**config.mk**
```make
export PLATFORM = sky130hd
export DESIGN_NAME = spi_dac_multi
export DESIGN_NICKNAME = d
export VERILOG_FILES = /design/src/rtl/spi_dac_multi.sv
export SDC_FILE = /design/constraint.sdc
export NUM_CORES = 1
export LEC_CHECK = 0
export CORE_MARGIN = 5
export CORE_UTILIZATION = 34
export CTS_CLUSTER_DIAMETER = 150
export DETAILED_ROUTE_END_ITERATION = 10
export PLACE_DENSITY = 0.61
export SLEW_MARGIN = 20
export SYNTH_ARGS = -nofsm -noshare
export SYNTH_HDL_FRONTEND = slang
export SYNTH_SLANG_ARGS = --single-unit
```
**constraint.sdc**
```tcl
create_clock -name clk_i -period 1.9 [get_ports clk_i]
set_clock_uncertainty 0.05 [all_clocks]
set_input_delay 0.285 -clock clk_i [delete_from_list [all_inputs] [get_ports clk_i]]
set_output_delay 0.285 -clock clk_i [all_outputs]
set_load 0.02 [all_outputs]
```
**src/rtl/spi_dac_multi.sv**
```systemverilog
// spi_dac_multi
// Multi-channel SPI DAC writer. On a start request it captures one sample per
// channel plus a channel mask. It then sends one SPI mode-0 frame for each
// selected channel, lowest channel first. Each frame is {channel index,
// converted sample}, sent MSB first, and consecutive frames are separated by a
// chip-select-high gap.
//
// Ports
//   clk_i        : the only clock
//   reset_ni     : synchronous active-low reset
//   data_i       : N_CH signed samples, channel k at [k*DATA_W +: DATA_W]
//   ch_mask_i    : channel select mask, bit k selects channel k
//   start_i      : level request; exactly one burst runs per assertion
//   is_idle_o    : high only in IDLE
//   done_o       : one-cycle pulse on entry to DONE
//   spi_clk_o    : SPI clock, idles low
//   spi_mosi_o   : SPI data, MSB first, 0 whenever chip select is high
//   spi_cs_o     : active-low chip select
//   dac_reset_no : DAC reset, a combinational copy of reset_ni
//   state_dbg_o  : current FSM state encoding, for observation only
//
// Handshake: start_i is sampled only in IDLE. While DONE, the block waits for
// start_i to drop before returning to IDLE, so a held request cannot start a
// second burst.
module spi_dac_multi #(
  parameter int DATA_W     = 16,
  parameter int N_CH       = 4,
  parameter int ADDR_W     = 2,
  parameter int CLK_DIV    = 1,
  parameter int OFFSET_BIN = 1,
  parameter int GAP_CYC    = 2
) (
  input  logic                   clk_i,
  input  logic                   reset_ni,
  input  logic [N_CH*DATA_W-1:0] data_i,
  input  logic [N_CH-1:0]        ch_mask_i,
  input  logic                   start_i,
  output logic                   is_idle_o,
  output logic                   done_o,
  output logic                   spi_clk_o,
  output logic                   spi_mosi_o,
  output logic                   spi_cs_o,
  output logic                   dac_reset_no,
  output logic [2:0]             state_dbg_o
);

  localparam int FRAME_W = ADDR_W + DATA_W;
  localparam int BIT_W   = $clog2(FRAME_W);
  localparam logic [BIT_W-1:0] BIT_TOP = BIT_W'(FRAME_W - 1);

  typedef enum logic [2:0] {
    IDLE    = 3'd0,
    CS_DOWN = 3'd1,
    CLK_LO  = 3'd2,
    CLK_HI  = 3'd3,
    GAP     = 3'd4,
    DONE    = 3'd5
  } state_e;

  state_e                   state_q, state_d;
  logic [N_CH*DATA_W-1:0]   data_q, data_d;
  logic [N_CH-1:0]          mask_q, mask_d;
  logic [ADDR_W-1:0]        ch_q, ch_d;
  logic [BIT_W-1:0]         bit_q, bit_d;
  logic [7:0]               cnt_q, cnt_d;
  logic                     done_q, done_d;

  logic                     first_found, next_found;
  logic [ADDR_W-1:0]        first_ch, next_ch;
  logic [DATA_W-1:0]        sample, conv;
  logic [FRAME_W-1:0]       frame;
  logic                     cs_active;

  // Lowest set bit of the incoming mask, and the lowest set bit of the
  // captured mask strictly above the current channel. Scanning downward lets
  // the last hit, which is the lowest index, win.
  always_comb begin
    first_found = 1'b0;
    first_ch    = '0;
    next_found  = 1'b0;
    next_ch     = '0;
    for (int k = N_CH - 1; k >= 0; k--) begin
      if (ch_mask_i[k]) begin
        first_found = 1'b1;
        first_ch    = ADDR_W'(k);
      end
      if (mask_q[k] && (k > int'(ch_q))) begin
        next_found = 1'b1;
        next_ch    = ADDR_W'(k);
      end
    end
  end

  // Frame assembly for the current channel.
  always_comb begin
    sample = '0;
    for (int k = 0; k < N_CH; k++) begin
      if (ch_q == ADDR_W'(k)) sample = data_q[k*DATA_W +: DATA_W];
    end
    conv = sample;
    // Inverting the MSB maps two's complement onto offset binary.
    if (OFFSET_BIN != 0) conv[DATA_W-1] = ~sample[DATA_W-1];
    frame = {ch_q, conv};
  end

  always_comb begin
    state_d = state_q;
    data_d  = data_q;
    mask_d  = mask_q;
    ch_d    = ch_q;
    bit_d   = bit_q;
    cnt_d   = cnt_q;
    case (state_q)
      IDLE: begin
        if (start_i) begin
          data_d = data_i;
          mask_d = ch_mask_i;
          if (first_found) begin
            ch_d    = first_ch;
            bit_d   = BIT_TOP;
            state_d = CS_DOWN;
          end else begin
            state_d = DONE;
          end
        end
      end
      CS_DOWN: begin
        cnt_d   = '0;
        state_d = CLK_LO;
      end
      CLK_LO: begin
        if (cnt_q == 8'(CLK_DIV - 1)) begin
          cnt_d   = '0;
          state_d = CLK_HI;
        end else begin
          cnt_d = cnt_q + 8'd1;
        end
      end
      CLK_HI: begin
        if (cnt_q == 8'(CLK_DIV - 1)) begin
          cnt_d = '0;
          if (bit_q != '0) begin
            // The next bit appears on entry to CLK_LO.
            bit_d   = bit_q - 1'b1;
            state_d = CLK_LO;
          end else if (next_found) begin
            ch_d    = next_ch;
            state_d = GAP;
          end else begin
            state_d = DONE;
          end
        end else begin
          cnt_d = cnt_q + 8'd1;
        end
      end
      GAP: begin
        if (cnt_q == 8'(GAP_CYC - 1)) begin
          cnt_d   = '0;
          bit_d   = BIT_TOP;
          state_d = CS_DOWN;
        end else begin
          cnt_d = cnt_q + 8'd1;
        end
      end
      DONE: begin
        if (!start_i) state_d = IDLE;
      end
      default: state_d = IDLE;
    endcase
    done_d = (state_d == DONE) && (state_q != DONE);
  end

  always_ff @(posedge clk_i) begin
    if (!reset_ni) begin
      state_q <= IDLE;
      data_q  <= '0;
      mask_q  <= '0;
      ch_q    <= '0;
      bit_q   <= '0;
      cnt_q   <= '0;
      done_q  <= 1'b0;
    end else begin
      state_q <= state_d;
      data_q  <= data_d;
      mask_q  <= mask_d;
      ch_q    <= ch_d;
      bit_q   <= bit_d;
      cnt_q   <= cnt_d;
      done_q  <= done_d;
    end
  end

  assign cs_active    = (state_q == CS_DOWN) || (state_q == CLK_LO) || (state_q == CLK_HI);
  assign spi_cs_o     = ~cs_active;
  assign spi_clk_o    = (state_q == CLK_HI);
  assign spi_mosi_o   = cs_active & frame[bit_q];
  assign is_idle_o    = (state_q == IDLE);
  assign done_o       = done_q;
  assign dac_reset_no = reset_ni;
  assign state_dbg_o  = state_q;

endmodule
```
==> impl_results.html <==
<table>
<tr><th>Metric</th><th>Value</th></tr>
<tr><th colspan="2">Finish</th></tr>
<tr><td>Total non-filler cell area in the finished layout</td><td>5920 um2</td></tr>
<tr><td>Number of inserted filler cells in the final layout</td><td>1176</td></tr>
<tr><td>Combined area of the multi-input logic cells</td><td>2340 um2</td></tr>
<tr><td>Final standard cell utilization of the core</td><td>49.3%</td></tr>
<tr><td>Layout cell share with drive strength beyond 1</td><td>21.2%</td></tr>
<tr><td>P&amp;R area growth vs syn</td><td>42.0%</td></tr>
<tr><td>Footprint of the flip-flops and latches</td><td>1740 um2</td></tr>
<tr><td># diodes</td><td>0</td></tr>
<tr><td>NumNets Final</td><td>704</td></tr>
<tr><th colspan="2">Yosys</th></tr>
<tr><td>Number of distinct library cells after synthesis</td><td>57</td></tr>
<tr><td>Number of synthesized register bits</td><td>86</td></tr>
<tr><td>Main area contributors after synthesis</td><td>sky130_fd_sc_hd__dfxtp_1 41%, sky130_fd_sc_hd__nand2_1 14%, sky130_fd_sc_hd__a21oi_1 10%</td></tr>
<tr><td>Post-synth design cell area</td><td>4170 um2</td></tr>
<tr><td>Top flip-flop cell by instance count after synthesis</td><td>sky130_fd_sc_hd__dfxtp_1</td></tr>
<tr><td>Sequential-to-total area share from yosys stat</td><td>41.3%</td></tr>
<tr><td>Average footprint of a synthesized cell</td><td>8.03 um2</td></tr>
<tr><td>Number of flops mapped to enable cells by yosys</td><td>0</td></tr>
<tr><td>Number of cells produced by synthesis</td><td>519</td></tr>
<tr><td>Nets in the synthesized netlist</td><td>595</td></tr>
<tr><td>Async set-reset flop share out of synthesis</td><td>0%</td></tr>
<tr><td>Largest area contributor in the netlist</td><td>sky130_fd_sc_hd__dfxtp_1</td></tr>
<tr><td>Number of synthesis warnings</td><td>0</td></tr>
<tr><td>Share of the synthesized area in the top cell type</td><td>41.3%</td></tr>
<tr><th colspan="2">Power and ir drop</th></tr>
<tr><td>Power spent charging and discharging nets</td><td>1.72 mW</td></tr>
<tr><td>Leak Pwr</td><td>2.24 nW</td></tr>
<tr><td>Share of total power in combinational logic</td><td>29.7%</td></tr>
<tr><td>Part of the power in the clock network</td><td>32.6%</td></tr>
<tr><td>Switching power as a share of total power</td><td>30.8%</td></tr>
<tr><td>Flop pwr share</td><td>37.7%</td></tr>
<tr><td>Power density over the cells</td><td>942 nW/um2</td></tr>
<tr><td>Internal power component</td><td>3.85 mW</td></tr>
<tr><td>Highest ir drop seen on vdd</td><td>0.671 mV</td></tr>
<tr><th colspan="2">STA</th></tr>
<tr><td>Relative max-transition margin</td><td>68.2%</td></tr>
<tr><td>Worst Tran Pin Value</td><td>0.464 ns</td></tr>
<tr><td>Setup repair after global routing missed its margin</td><td>yes</td></tr>
<tr><td>Setup violations, final</td><td>11</td></tr>
<tr><td>Minimum clock period after layout</td><td>2.54 ns</td></tr>
<tr><td>Highest Clock Rate</td><td>0.394 GHz</td></tr>
<tr><td>Number of endpoints with negative hold slack in the final report</td><td>0</td></tr>
<tr><td>PnR worst setup slack</td><td>-0.636 ns</td></tr>
<tr><td>Slew Limit Fails</td><td>0</td></tr>
<tr><td>Period utilisation layout</td><td>133%</td></tr>
<tr><th colspan="2">Die</th></tr>
<tr><td>Die Span X</td><td>121 um</td></tr>
<tr><td>Count of pins on the block boundary</td><td>80</td></tr>
<tr><td>Initial Util</td><td>34.7%</td></tr>
<tr><td>Area of the core</td><td>12000 um2</td></tr>
<tr><td>Die Y</td><td>121 um</td></tr>
<tr><td>FP Rows</td><td>40</td></tr>
<tr><td>Total die area</td><td>14600 um2</td></tr>
<tr><th colspan="2">Worst hold path</th></tr>
<tr><td>Terminating pin of the worst hold path</td><td>data_q[21]$_SDFFE_PN0P_</td></tr>
<tr><td>Worst hold path stage count</td><td>2</td></tr>
<tr><td>Hold Crit Start</td><td>data_q[21]$_SDFFE_PN0P_</td></tr>
<tr><td>Hold crit path type</td><td>reg -&gt; reg</td></tr>
<tr><th colspan="2">Status</th></tr>
<tr><td>Failing checks</td><td>negative setup slack</td></tr>
<tr><td>Outcome</td><td>finished with violations</td></tr>
<tr><th colspan="2">Route</th></tr>
<tr><td>Via Count</td><td>3999</td></tr>
<tr><td>Via density per instance</td><td>5.13</td></tr>
<tr><td>Count of antenna-violating nets left after detailed routing</td><td>0</td></tr>
<tr><td>Iteration count of the initial detailed-routing pass</td><td>4</td></tr>
<tr><td>Starting DRT DRC Count</td><td>191</td></tr>
<tr><td>Total Wirelength</td><td>11500 um</td></tr>
<tr><td>Avg WL per Cell</td><td>14.8 um</td></tr>
<tr><td>DRC violation count after routing</td><td>0</td></tr>
<tr><th colspan="2">Setup path</th></tr>
<tr><td>Minimum setup slack among reg-to-reg paths</td><td>-0.33 ns</td></tr>
<tr><td>Setup CP Type</td><td>reg -&gt; out</td></tr>
<tr><td>Max Fanout on Critical Path</td><td>3</td></tr>
<tr><td>Startpoint of the worst register-to-register path</td><td>bit_q[0]$_SDFFE_PN0P_</td></tr>
<tr><td>Count of cells along the worst register-to-register path</td><td>11</td></tr>
<tr><td>CP arrival</td><td>2.20 ns</td></tr>
<tr><td>Critical Path Sink Type</td><td>output pin</td></tr>
<tr><td>Nature of the critical path startpoint</td><td>flop</td></tr>
<tr><td>Required time reported for the critical path endpoint</td><td>1.56 ns</td></tr>
<tr><td>Critical R2R Capture</td><td>ch_q[0]$_SDFFE_PN0P_</td></tr>
<tr><th colspan="2">Place</th></tr>
<tr><td>Placed cell areas</td><td>5430 um2</td></tr>
<tr><td>Count of input and output buffers</td><td>79</td></tr>
<tr><td>DP Wirelength</td><td>8590 um</td></tr>
<tr><td>Gpl congestion</td><td>0.824</td></tr>
<tr><th colspan="2">Clocking</th></tr>
<tr><td>Clock Latency Late Sink</td><td>0.34 ns</td></tr>
<tr><td>Hold-fix buffer count after cts</td><td>0</td></tr>
<tr><td>Clock slew seen by the registers of the worst setup and hold paths</td><td>0.07 ns</td></tr>
<tr><td>Max Buffers Root-to-Sink</td><td>2</td></tr>
<tr><td>CTS HTree Levels</td><td>3</td></tr>
<tr><td>Root buffer selected by CTS</td><td>sky130_fd_sc_hd__clkbuf_16</td></tr>
<tr><td>Total CTS buffers</td><td>9</td></tr>
<tr><td>Number of clock sinks</td><td>86</td></tr>
<tr><td>TritonCTS clock tree</td><td>done</td></tr>
<tr><th colspan="2">Global routing</th></tr>
<tr><td>Antenna violations before repair</td><td>0</td></tr>
<tr><td>Total gr overflow</td><td>0</td></tr>
<tr><td>Global Route Usage Sum</td><td>16.3%</td></tr>
<tr><td>Largest net degree at the start of global routing</td><td>68</td></tr>
<tr><td>Number of global-route vias before repair</td><td>4075</td></tr>
<tr><td>Global-route wire length before repair</td><td>19300 um</td></tr>
<tr><th colspan="2">Job</th></tr>
<tr><td>MaxCap Viol Count</td><td>0</td></tr>
</table>
[cells by family after synthesis]
group	share of synthesized area, %
compound gates	19.6
fa+ha+maj	1.50
buf+inv	5.62
flops	41.3
mux	8.65
simple gates	23.3
[per-layer routing]
layer  share of wire (%)  track usage [%]  wire [um]
met5                   0                0          0
met3                 4.2             3.79        486
met4                 1.4             5.45        163
met1                  46             20.7       5280
met2                  49             27.1       5600
[power by group through the flow]
| stage | logic (mW) | clock network (mW) | registers, mW |
|---|---|---|---|
| after floorplan | 0.972 | 0 | 2.09 |
| after global placement | 1.53 | 0 | 2.13 |
| after detailed placement | 1.56 | 0 | 2.13 |
| after CTS | 1.63 | 1.85 | 2.10 |
| after global routing | 1.82 | 1.94 | 2.12 |
| final | 1.66 | 1.82 | 2.10 |
[critical path, cell delays in order, from the launching register on]
cell and delay (ns):
sky130_fd_sc_hd__dfxtp_4 0.37, sky130_fd_sc_hd__mux4_2 0.48, sky130_fd_sc_hd__or3_1 0.32, sky130_fd_sc_hd__o2111ai_1 0.11
sky130_fd_sc_hd__o211ai_1 0.13, sky130_fd_sc_hd__a311oi_2 0.25, sky130_fd_sc_hd__buf_4 0.19
[flip-flops by register name, summed over array words and instances, names as in the netlist]
name         cells
done_o           1
cnt_q            8
state_dbg_o      3
ch_q             2
mask_q           3
data_q          64
bit_q            5
[stage by stage]
stage	instances	total power, mW	TNS [ns]	hold slack (ns)	worst slack [ns]
2_1_floorplan	519	3.07	-0.341	0.371	-0.307
5_1_grt	780	5.88	-4.18	0.420	-0.741
6_report	780	5.57	-3.17	0.405	-0.636
3_3_place_gp	760	3.66	-3.09	0.392	-0.789
3_5_place_dp	760	3.69	-3.33	0.397	-0.829
4_1_cts	778	5.59	-2.50	0.406	-0.669
[how the worst max path moves through the flow]
stage,endpoint,cells past startpoint,startpoint,slack (ns)
after CTS,spi_mosi_o,6,ch_q[1]$_SDFFE_PN0P_,-0.67
after global placement,spi_mosi_o,7,ch_q[1]$_SDFFE_PN0P_,-0.79
after global routing,spi_mosi_o,6,ch_q[1]$_SDFFE_PN0P_,-0.74
after detailed placement,spi_mosi_o,7,ch_q[1]$_SDFFE_PN0P_,-0.83
after floorplan,spi_mosi_o,6,ch_q[1]$_SDFFE_PN0P_,-0.31
final,spi_mosi_o,6,ch_q[1]$_SDFFE_PN0P_,-0.64
[cells in the mapped netlist, types with 4 or more instances]
cell type / count
sky130_fd_sc_hd__a211oi_1: 6
sky130_fd_sc_hd__a21oi_1: 85
sky130_fd_sc_hd__a31oi_1: 5
sky130_fd_sc_hd__buf_2: 13
sky130_fd_sc_hd__clkbuf_1: 22
sky130_fd_sc_hd__dfxtp_1: 86
sky130_fd_sc_hd__ha_1: 5
sky130_fd_sc_hd__inv_1: 10
sky130_fd_sc_hd__mux2i_1: 9
sky130_fd_sc_hd__mux4_2: 12
sky130_fd_sc_hd__nand2_1: 152
sky130_fd_sc_hd__nand3_1: 10
sky130_fd_sc_hd__nand3b_1: 6
sky130_fd_sc_hd__nor2_1: 16
sky130_fd_sc_hd__nor3_1: 4
sky130_fd_sc_hd__o21ai_0: 11
sky130_fd_sc_hd__o22ai_1: 4
sky130_fd_sc_hd__or3_1: 4
[repair_timing]
item                       4_1_cts  5_1_grt
gates resized for setup         32       23
setup endpoints to repair       16       25
pin swaps                       12        5
setup buffers                    2        2
[layout make-up]
cell class                 count  area share [%]
multi-input combinational    380            39.5
sequential                    86            29.3
timing repair buffer         137            21.9
clock buffer                  10            4.04
tap                          147            3.11
clock inverter                 6            1.12
inverter                      14           0.994
[cells in the final DEF (no fill, tap or decap), types with 5 or more instances in the layout]
cell	synthesis	layout
sky130_fd_sc_hd__o21ai_0	11	7
sky130_fd_sc_hd__buf_6	1	5
sky130_fd_sc_hd__a211oi_2	0	5
sky130_fd_sc_hd__mux4_2	12	12
sky130_fd_sc_hd__dfxtp_1	86	77
sky130_fd_sc_hd__clkbuf_16	0	9
sky130_fd_sc_hd__buf_4	3	49
sky130_fd_sc_hd__nand3_1	10	10
sky130_fd_sc_hd__mux2i_1	9	9
sky130_fd_sc_hd__inv_1	10	10
sky130_fd_sc_hd__nand3b_1	6	6
sky130_fd_sc_hd__clkdlybuf4s50_1	0	74
sky130_fd_sc_hd__dfxtp_2	0	8
sky130_fd_sc_hd__nor2_1	16	16
sky130_fd_sc_hd__a21oi_1	85	84
sky130_fd_sc_hd__nand2_1	152	150
Note: power is estimated with default switching activity, not from simulation.
